==> config.mk <==
export PLATFORM = sky130hd
export DESIGN_NAME = ssc_tx_capture
export DESIGN_NICKNAME = d
export VERILOG_FILES = /design/src/rtl/ssc_tx_capture.sv
export SDC_FILE = /design/constraint.sdc
export NUM_CORES = 1
export LEC_CHECK = 0
export ABC_AREA = 1
export BUFFER_PORTS_ARGS = -buffer_cell sky130_fd_sc_hd__buf_4
export CAP_MARGIN = 20
export CORE_MARGIN = 4
export CORE_UTILIZATION = 33
export DETAILED_ROUTE_END_ITERATION = 8
export GPL_ROUTABILITY_DRIVEN = 0
export SYNTH_ARGS = -nofsm -noshare
export SYNTH_HDL_FRONTEND = slang
export SYNTH_SLANG_ARGS = --single-unit
==> constraint.sdc <==
create_clock -name clk_logic_i -period 2.6 [get_ports clk_logic_i]
set_input_delay 0.26 -clock clk_logic_i [delete_from_list [all_inputs] [get_ports clk_logic_i]]
set_output_delay 0.26 -clock clk_logic_i [all_outputs]
set_load 0.02 [all_outputs]
==> src/rtl/ssc_tx_capture.sv <==
// UART 8N1 capture of the SSC serial output into a byte FIFO.
// Define SSC_TX_CAPTURE_STATS_EN to add saturating error counters.
module ssc_tx_capture #(
  parameter int unsigned CLOCK_SPEED_HZ = 54_000_000,
  parameter int unsigned BAUD_RATE      = 9600,
  parameter int unsigned FIFO_DEPTH     = 16
) (
  input  logic                          clk_logic_i,
  input  logic                          reset_i,
  input  logic                          serial_i,
  output logic [7:0]                    data_o,
  output logic                          valid_o,
  input  logic                          ready_i,
  output logic [$clog2(FIFO_DEPTH):0]   count_o,
  output logic                          frame_err_o,
`ifdef SSC_TX_CAPTURE_STATS_EN
  output logic [7:0]                    frame_err_cnt_o,
  output logic [7:0]                    overrun_cnt_o,
`endif
  output logic                          overrun_o
);

  localparam int unsigned DIV =
    (CLOCK_SPEED_HZ + 8 * BAUD_RATE) / (16 * BAUD_RATE);
  localparam int unsigned DW = (DIV > 1) ? $clog2(DIV) : 1;
  localparam int unsigned AW = $clog2(FIFO_DEPTH);
  localparam int unsigned CW = AW + 1;

  typedef enum logic [2:0] {
    S_IDLE,
    S_START,
    S_DATA,
    S_STOP,
    S_BREAK
  } state_t;

  state_t state, state_n;

  logic          sync1, line, line_prev;
  logic [DW-1:0] clk_cnt, clk_cnt_n;
  logic [3:0]    tick_cnt, tick_cnt_n;
  logic [2:0]    bit_cnt, bit_cnt_n;
  logic [7:0]    shift, shift_n;
  logic          push_q, push_n;
  logic          ferr_n;
  logic          tick;

  always_ff @(posedge clk_logic_i or posedge reset_i) begin
    if (reset_i) begin
      sync1     <= 1'b1;
      line      <= 1'b1;
      line_prev <= 1'b1;
    end else begin
      sync1     <= serial_i;
      line      <= sync1;
      line_prev <= line;
    end
  end

  assign tick = (clk_cnt == DW'(DIV - 1));

  always_ff @(posedge clk_logic_i or posedge reset_i) begin
    if (reset_i) begin
      state       <= S_IDLE;
      clk_cnt     <= '0;
      tick_cnt    <= '0;
      bit_cnt     <= '0;
      shift       <= '0;
      push_q      <= 1'b0;
      frame_err_o <= 1'b0;
    end else begin
      state       <= state_n;
      clk_cnt     <= clk_cnt_n;
      tick_cnt    <= tick_cnt_n;
      bit_cnt     <= bit_cnt_n;
      shift       <= shift_n;
      push_q      <= push_n;
      frame_err_o <= ferr_n;
    end
  end

  always_comb begin
    state_n    = state;
    clk_cnt_n  = tick ? '0 : clk_cnt + DW'(1);
    tick_cnt_n = tick_cnt;
    bit_cnt_n  = bit_cnt;
    shift_n    = shift;
    push_n     = 1'b0;
    ferr_n     = 1'b0;
    unique case (state)
      S_IDLE: begin
        clk_cnt_n  = '0;
        tick_cnt_n = '0;
        if (line_prev && !line) begin
          state_n   = S_START;
          bit_cnt_n = '0;
        end
      end
      S_START: begin
        if (tick) begin
          if (tick_cnt == 4'd7) begin
            tick_cnt_n = '0;
            if (line) begin
              state_n   = S_IDLE;
              clk_cnt_n = '0;
            end else begin
              state_n = S_DATA;
            end
          end else begin
            tick_cnt_n = tick_cnt + 4'd1;
          end
        end
      end
      S_DATA: begin
        if (tick) begin
          tick_cnt_n = tick_cnt + 4'd1;
          if (tick_cnt == 4'd15) begin
            shift_n   = {line, shift[7:1]};
            bit_cnt_n = bit_cnt + 3'd1;
            if (bit_cnt == 3'd7)
              state_n = S_STOP;
          end
        end
      end
      S_STOP: begin
        if (tick) begin
          tick_cnt_n = tick_cnt + 4'd1;
          if (tick_cnt == 4'd15) begin
            tick_cnt_n = '0;
            if (line) begin
              push_n  = 1'b1;
              state_n = S_IDLE;
            end else begin
              ferr_n  = 1'b1;
              state_n = S_BREAK;
            end
          end
        end
      end
      S_BREAK: begin
        clk_cnt_n  = '0;
        tick_cnt_n = '0;
        if (line)
          state_n = S_IDLE;
      end
      default: begin
        state_n    = S_IDLE;
        clk_cnt_n  = '0;
        tick_cnt_n = '0;
      end
    endcase
  end

  logic [7:0]    mem [FIFO_DEPTH];
  logic [AW-1:0] wr_ptr, rd_ptr, rd_n;
  logic [CW-1:0] count, count_n;
  logic          pop, full, push_ok, ovr_n;
  logic          head_bypass;

  assign valid_o = (count != '0);
  assign count_o = count;

  always_comb begin
    pop         = valid_o && ready_i;
    full        = (count == CW'(FIFO_DEPTH));
    push_ok     = push_q && (!full || pop);
    ovr_n       = push_q && full && !pop;
    rd_n        = rd_ptr + AW'(pop);
    count_n     = count + CW'(push_ok) - CW'(pop);
    head_bypass = push_ok && (wr_ptr == rd_n);
  end

  // Storage is not reset; the head register hides stale entries.
  always_ff @(posedge clk_logic_i) begin
    if (push_ok)
      mem[wr_ptr] <= shift;
  end

  always_ff @(posedge clk_logic_i or posedge reset_i) begin
    if (reset_i) begin
      wr_ptr    <= '0;
      rd_ptr    <= '0;
      count     <= '0;
      data_o    <= '0;
      overrun_o <= 1'b0;
    end else begin
      wr_ptr    <= wr_ptr + AW'(push_ok);
      rd_ptr    <= rd_n;
      count     <= count_n;
      overrun_o <= ovr_n;
      if (count_n != '0)
        data_o <= head_bypass ? shift : mem[rd_n];
    end
  end

`ifdef SSC_TX_CAPTURE_STATS_EN
  always_ff @(posedge clk_logic_i or posedge reset_i) begin
    if (reset_i) begin
      frame_err_cnt_o <= '0;
      overrun_cnt_o   <= '0;
    end else begin
      if (frame_err_o && frame_err_cnt_o != 8'hFF)
        frame_err_cnt_o <= frame_err_cnt_o + 8'd1;
      if (overrun_o && overrun_cnt_o != 8'hFF)
        overrun_cnt_o <= overrun_cnt_o + 8'd1;
    end
  end
`endif

endmodule

* Yosys cells after proc, flatten, opt, wreduce, memory -nomap -nowiden
Memory sizes are Yosys's and may differ from the RTL's. A register that Yosys moved wholly into a read port is not among the register bits.
Cells that the tools add are included.
** Storage, ports and cells
- Bits in registers :: 46
- Memories kept :: 1
- Bits of input ports :: 4
- Bits in latches :: 0
- Output and inout port bits :: 16
- Bits in writable memories :: 128
- Bits in read-only memories :: 0
** Memories
- mem :: depth 16, width 8, rd ports 1, clocked after memory_dff 1, wr ports 1, RTL line 154 : logic [7:0] mem [FIFO_DEPTH];
** Cells by class
- Multiply operators :: 0
- Magnitude comparators :: 0
- Shift-type cells :: 0
- $add $sub $neg :: 7
- Div/mod/pow operators :: 0
- Eq/ne operators :: 18
- Bitwise logic cells :: 0
- Multiplexer cells :: 37
- Reductions and logical operators :: 18
** Operators by type and width (number)
- 2-to-1 mux 3 bit :: 13
- 2-to-1 mux 9 bit :: 4
- 2-to-1 mux 4 bit :: 5
- != test 2 bit, second input constant :: 9
- case mux 9 bit (2 select lines) :: 1
- case mux 3 bit (5 select lines) :: 1
- case mux 4 bit (3 select lines) :: 1
- 2-to-1 mux 1 bit :: 10
- nonzero test 5 bit :: 2
- adder 9 x 1 -> 9 bit, second input constant :: 1
- == test 9 bit, second input constant :: 1
- AND reduction 9 bit :: 1
- adder 4 x 1 -> 4 bit :: 2
- == test 3 x 2 -> 1 bit, second input constant :: 2
- == test 3 bit, second input constant :: 2
- case mux 3 bit (2 select lines) :: 1
- AND reduction 3 bit :: 2
- adder 5 x 1 -> 5 bit :: 1
- == test 5 bit, second input constant :: 1
- logical AND 1 bit :: 5
- subtractor 5 x 1 -> 5 bit :: 1
- adder 4 x 1 -> 4 bit, second input constant :: 1
- == test 4 x 3 -> 1 bit, second input constant :: 1
- == test 4 bit, second input constant :: 1
- 9 further kinds :: 11

* Depth between registers and ports, before layout
- Word-level depth :: 7
- Gate-level depth with buffers :: 17

* Worst setup path after synthesis
Ideal clock, no wire load.
- Path type :: reg2reg
- Start point :: register count[3], in the netlist count_o[3]
- End point :: register data_o[0] (read register of mem)
- Path buffers :: 0
- Arrival time :: 2.751 ns
- Cell stages (with the launch flop) :: 16
- Slack :: -0.216 ns
- Library setup time :: 0.065 ns
- Path through :: dfrtp_1 -> inv_1 -> ha_1 -> nand3b_1 -> nand2_1 -> inv_1 -> ha_1 -> inv_1 -> ha_1 -> fa_1 -> xor2_1 -> nor3_1 -> nand3_2 -> inv_1 -> nand2_1 -> nand2_1
** Between the ends
- Word-level cells in the longest chain between the ends :: 7
** Ends and longest elaborated chain
- start: declaration :: RTL line 156 : logic [CW-1:0] count, count_n;
- start signal: assignment :: RTL line 189 : count <= count_n;
- nonzero test 5 bit (*) :: RTL line 160 : assign valid_o = (count != '0);
- net valid_o :: RTL line 12 : output logic valid_o,
- logical AND 1 bit (*) :: RTL line 164 : pop = valid_o && ready_i;
- logical OR 1 bit :: RTL line 166 : push_ok = push_q && (!full || pop);
- logical AND 1 bit :: RTL line 166
- adder 5 x 1 -> 5 bit :: RTL line 169 : count_n = count + CW'(push_ok) - CW'(pop);
- subtractor 5 x 1 -> 5 bit (*) :: RTL line 169
- net count_n[2] :: RTL line 156
- nonzero test 5 bit (*) :: RTL line 191 : if (count_n != '0)
- end: declaration :: RTL line 11 : output logic [7:0] data_o,
Mark *: on every way through the listed nets, which the timed path passes. The rest lies on a longest branch.
A chain may end at the register's enable or synchronous reset.

* Worst setup path after layout
- Start point :: register count[2], in the netlist count_o[2]
- End point :: register data_o[6] (read register of mem)
** Between the ends
- Word-level cells in the longest chain between the ends :: 7
** Ends and longest elaborated chain (RTL line)
- == test 5 bit or nonzero test 5 bit (tied branches) :: 165, 160
- logical NOT 1 bit or logical AND 1 bit (tied branches) :: 166, 164
- logical OR 1 bit :: 166
- logical AND 1 bit :: 166
- adder 5 x 1 -> 5 bit :: 169
- subtractor 5 x 1 -> 5 bit (*) :: 169
- net count_n[2] :: 156
- nonzero test 5 bit (*) :: 191
Marked as above.

==> key figures <==
Yosys
  • Avg Cell Area, Syn: 9.70 sq um
  • Cell count after synthesis: 857
  • Synth warnings: 0
  • Yosys cell types: 37
  • Mapped Nets: 876
  • Mapped Area: 8310 sq um
  • Largest cells by area after synthesis: edfxtp_1 46%, dfrtp_1 15%, nand2_1 10%
  • Number of synthesized register bits: 182
  • Post-synth top area cell: edfxtp_1
  • Seq/Total Area, Yosys: 62.6%
  • Share of the synthesized area in the top cell type: 46.3%

Clock network
  • Clock root cell: clkbuf_16
  • CTS Buf Count: 17
  • Clk_lat worst skew: 0.43 ns
  • Worst-path clk slew: 0.07 ns
  • Clock Tree Buf Depth: 2
  • CTS Sinks: 182
  • CTS H-Tree Depth: 4
  • CTS tree: yes

Finish
  • Final Non-Filler Cells: 1249
  • ANT cells: 0
  • Area grow syn2layout: 18.2%
  • Ratio of cells with drive above 1 in the final layout: 14.9%
  • Filler cells: 2374
  • Nets: 932

Place
  • Pre-CTS worst setup slack: -0.0639 ns
  • HPWL after DPL: 12100 um
  • IO buf count: 19
  • Inst Count DP: 1214

Die
  • Initial core utilization: 33.9%
  • Core Area: 24500 sq um
  • IO Pins: 20
  • DIE AREA: 27800 sq um
  • Vert. Die Dim: 167 um
  • Row cnt: 57
  • Die X: 167 um

Global route
  • First-pass GRT wire length: 29900 um
  • Total global-route track usage: 13.5%
  • Largest net degree at the start of global routing: 55
  • Antenna violations before repair: 0
  • Number of global-route vias before repair: 5747
  • GRT overflow: 0

Setup path
  • Critical Path RT: 2.97 ns
  • Crit Path Max Fanout: 8
  • CP Class: register to register
  • Crit start category: register
  • Worst Setup End Kind: register
  • R2r setup slk: 0.01 ns
  • WP data arrival: 2.95 ns

Drt
  • Avg WL per Cell: 14.7 um
  • Residual DRC count: 0
  • Drt pass-1 iters: 5
  • Drt via density: 4.60
  • Post-route ant nets: 0
  • Final WL: 18400 um
  • Vias: 5749
  • Iteration-0 DRC Markers: 455

Power and ir drop
  • P per Cell Area: 1050 nW/um^2
  • Int Pwr: 0.00626 W
  • Logic pwr share: 42.0%
  • Peak VDD IR: 0.514 mV
  • Power Total: 0.0103 W
  • Clock share of power: 24.7%
  • Psw: 0.00401 W
  • Leakage: 4.36 nW
  • Switching share of total power: 39.1%
  • Seq pwr share: 33.3%

Timing
  • Worst Tran Pin Value: 0.798 ns
  • Minimum clock period: 2.59 ns
  • Fmax: 386 MHz
  • Unrepaired setup endpoints after global routing: yes
  • Slew Limit Fails: 0
  • Tcrit/Tclk final: 99.6%
  • Count of final setup violators: 0
  • Relative slew slack: 46.8%
  • Fin worst setup slack: 0.0113 ns
  • Final hold vios: 0
  • Skew final: 0.0132 ns

Min path
  • HP Class: primary input to asynchronous set/reset pin

Status
  • Status: completed

Run
  • MaxCap Viol Count: 0
-- critical path: stages, from the launching register on --
cell and delay, ns:
dfrtp_2 0.41, inv_2 0.08, ha_4 0.13, nand3b_1 0.10, nand2_1 0.09, inv_2 0.05
ha_4 0.25, inv_2 0.04, ha_4 0.16, fa_2 0.39, xor2_2 0.18, nor3_4 0.22
nand3_4 0.18, inv_6 0.15, nand2_1 0.06, nand2_1 0.05
-- through the flow --
step | util [%] | hold WS [ns] | setup TNS, ns | instance area [sq um]
5_1_grt | 40.1 | 0.0835 | -1.07 | 9830
6_report | 40.1 | 0.0113 | 0 | 9830
2_1_floorplan | - | 0.264 | -0.863 | 8330
3_5_place_dp | 37.2 | 0.348 | -0.438 | 9130
3_3_place_gp | 37.2 | 0.353 | -0.146 | 9130
4_1_cts | 39.7 | 0.0549 | 0 | 9740
-- final timing paths --
path	from	endpoint	cells after the start
setup / recovery	count_o[2]	data_o[6]	15
hold / removal	reset_i	clk_cnt[6]	3
setup reg to reg	count_o[2]	data_o[6]	15
hold reg to reg	sync1	line	0
max in group asynchronous	reset_i	count_o[2]	3
min in group clk_logic_i	ready_i	overrun_o	4
-- synthesized netlist by cell type, drive strengths merged --
library cell,count
a21oi,10
or2,1
nor3b,1
a31oi,1
dfstp,3
dfrtp,51
o21ai,20
clkbuf,5
nand4,8
buf,21
a21o,1
xnor2,3
nor3,7
fa,1
nor2,33
inv,158
nand3,144
o31ai,1
a21boi,1
nand3b,1
edfxtp,128
xor2,7
ha,14
and3,1
nand2,235
o21bai,1
-- routing by layer --
metal,vias to the layer above,share of wire [%],global-route usage (%)
li1,2884,-,-
met2,100,49,22.8
met1,2745,46,17.9
met3,20,3.8,3.03
met4,0,1.4,3.31
met5,-,0,0
-- logic make-up after synthesis --
kind of cell	Yosys count	share of synthesized area, %
buffers and inverters	184	8.72
AO/OA/AOI/OAI	35	2.38
flip-flops	182	62.6
AND/OR/NAND/NOR	431	22.9
XOR/XNOR	10	1.05
adder cells (fa/ha/maj)	15	2.35
-- flip-flops by register name, summed over array words and instances (netlist names), 3 cells and up --
name,cells
count_o,5
shift,8
state,3
bit_cnt,3
rd_ptr,4
data_o,8
clk_cnt,9
wr_ptr,4
tick_cnt,4
mem,128
-- power by group through the flow --
stage | registers (W) | clock network (W) | logic, W
finish | 0.00342 | 0.00254 | 0.00432
floorplan | 0.00357 | 0 | 0.00254
detailed placement | 0.00346 | 0 | 0.00411
global route | 0.00344 | 0.00272 | 0.00477
CTS | 0.00341 | 0.00259 | 0.00426
global placement | 0.00347 | 0 | 0.00409
-- final cells by class --
cell class                      count  area (sq um)  share of cell area [%]
Clock buffer                       17           425                    4.33
Clock inverter                     14           153                    1.55
Inverter                          158           598                    6.09
Multi-Input combinational cell    492          2500                    25.5
Sequential cell                   182          5200                    52.9
Tap cell                          324           405                    4.13
Timing Repair Buffer               62           543                    5.53
-- layout by cell type (no fill, tap or decap), types with 9 or more instances in the layout --
cell / count
a21oi_1: 10
buf_4: 55
clkbuf_16: 17
dfrtp_1: 49
edfxtp_1: 128
ha_1: 10
inv_1: 148
inv_2: 9
nand2_1: 222
nand2_2: 12
nand3_1: 139
nor2_1: 32
o21ai_0: 13
-- repair_timing --
action / 4_1_cts / 5_1_grt
cloned: 1 / 0
pin swaps: 3 / 7
endpoints found under the hold margin: 1 / 0
resized for setup: 5 / 17
buffers inserted: 0 / 2
hold buffers: 1 / 0
endpoints found under the setup margin: 8 / 8
Note: power is estimated with default switching activity, not from simulation.
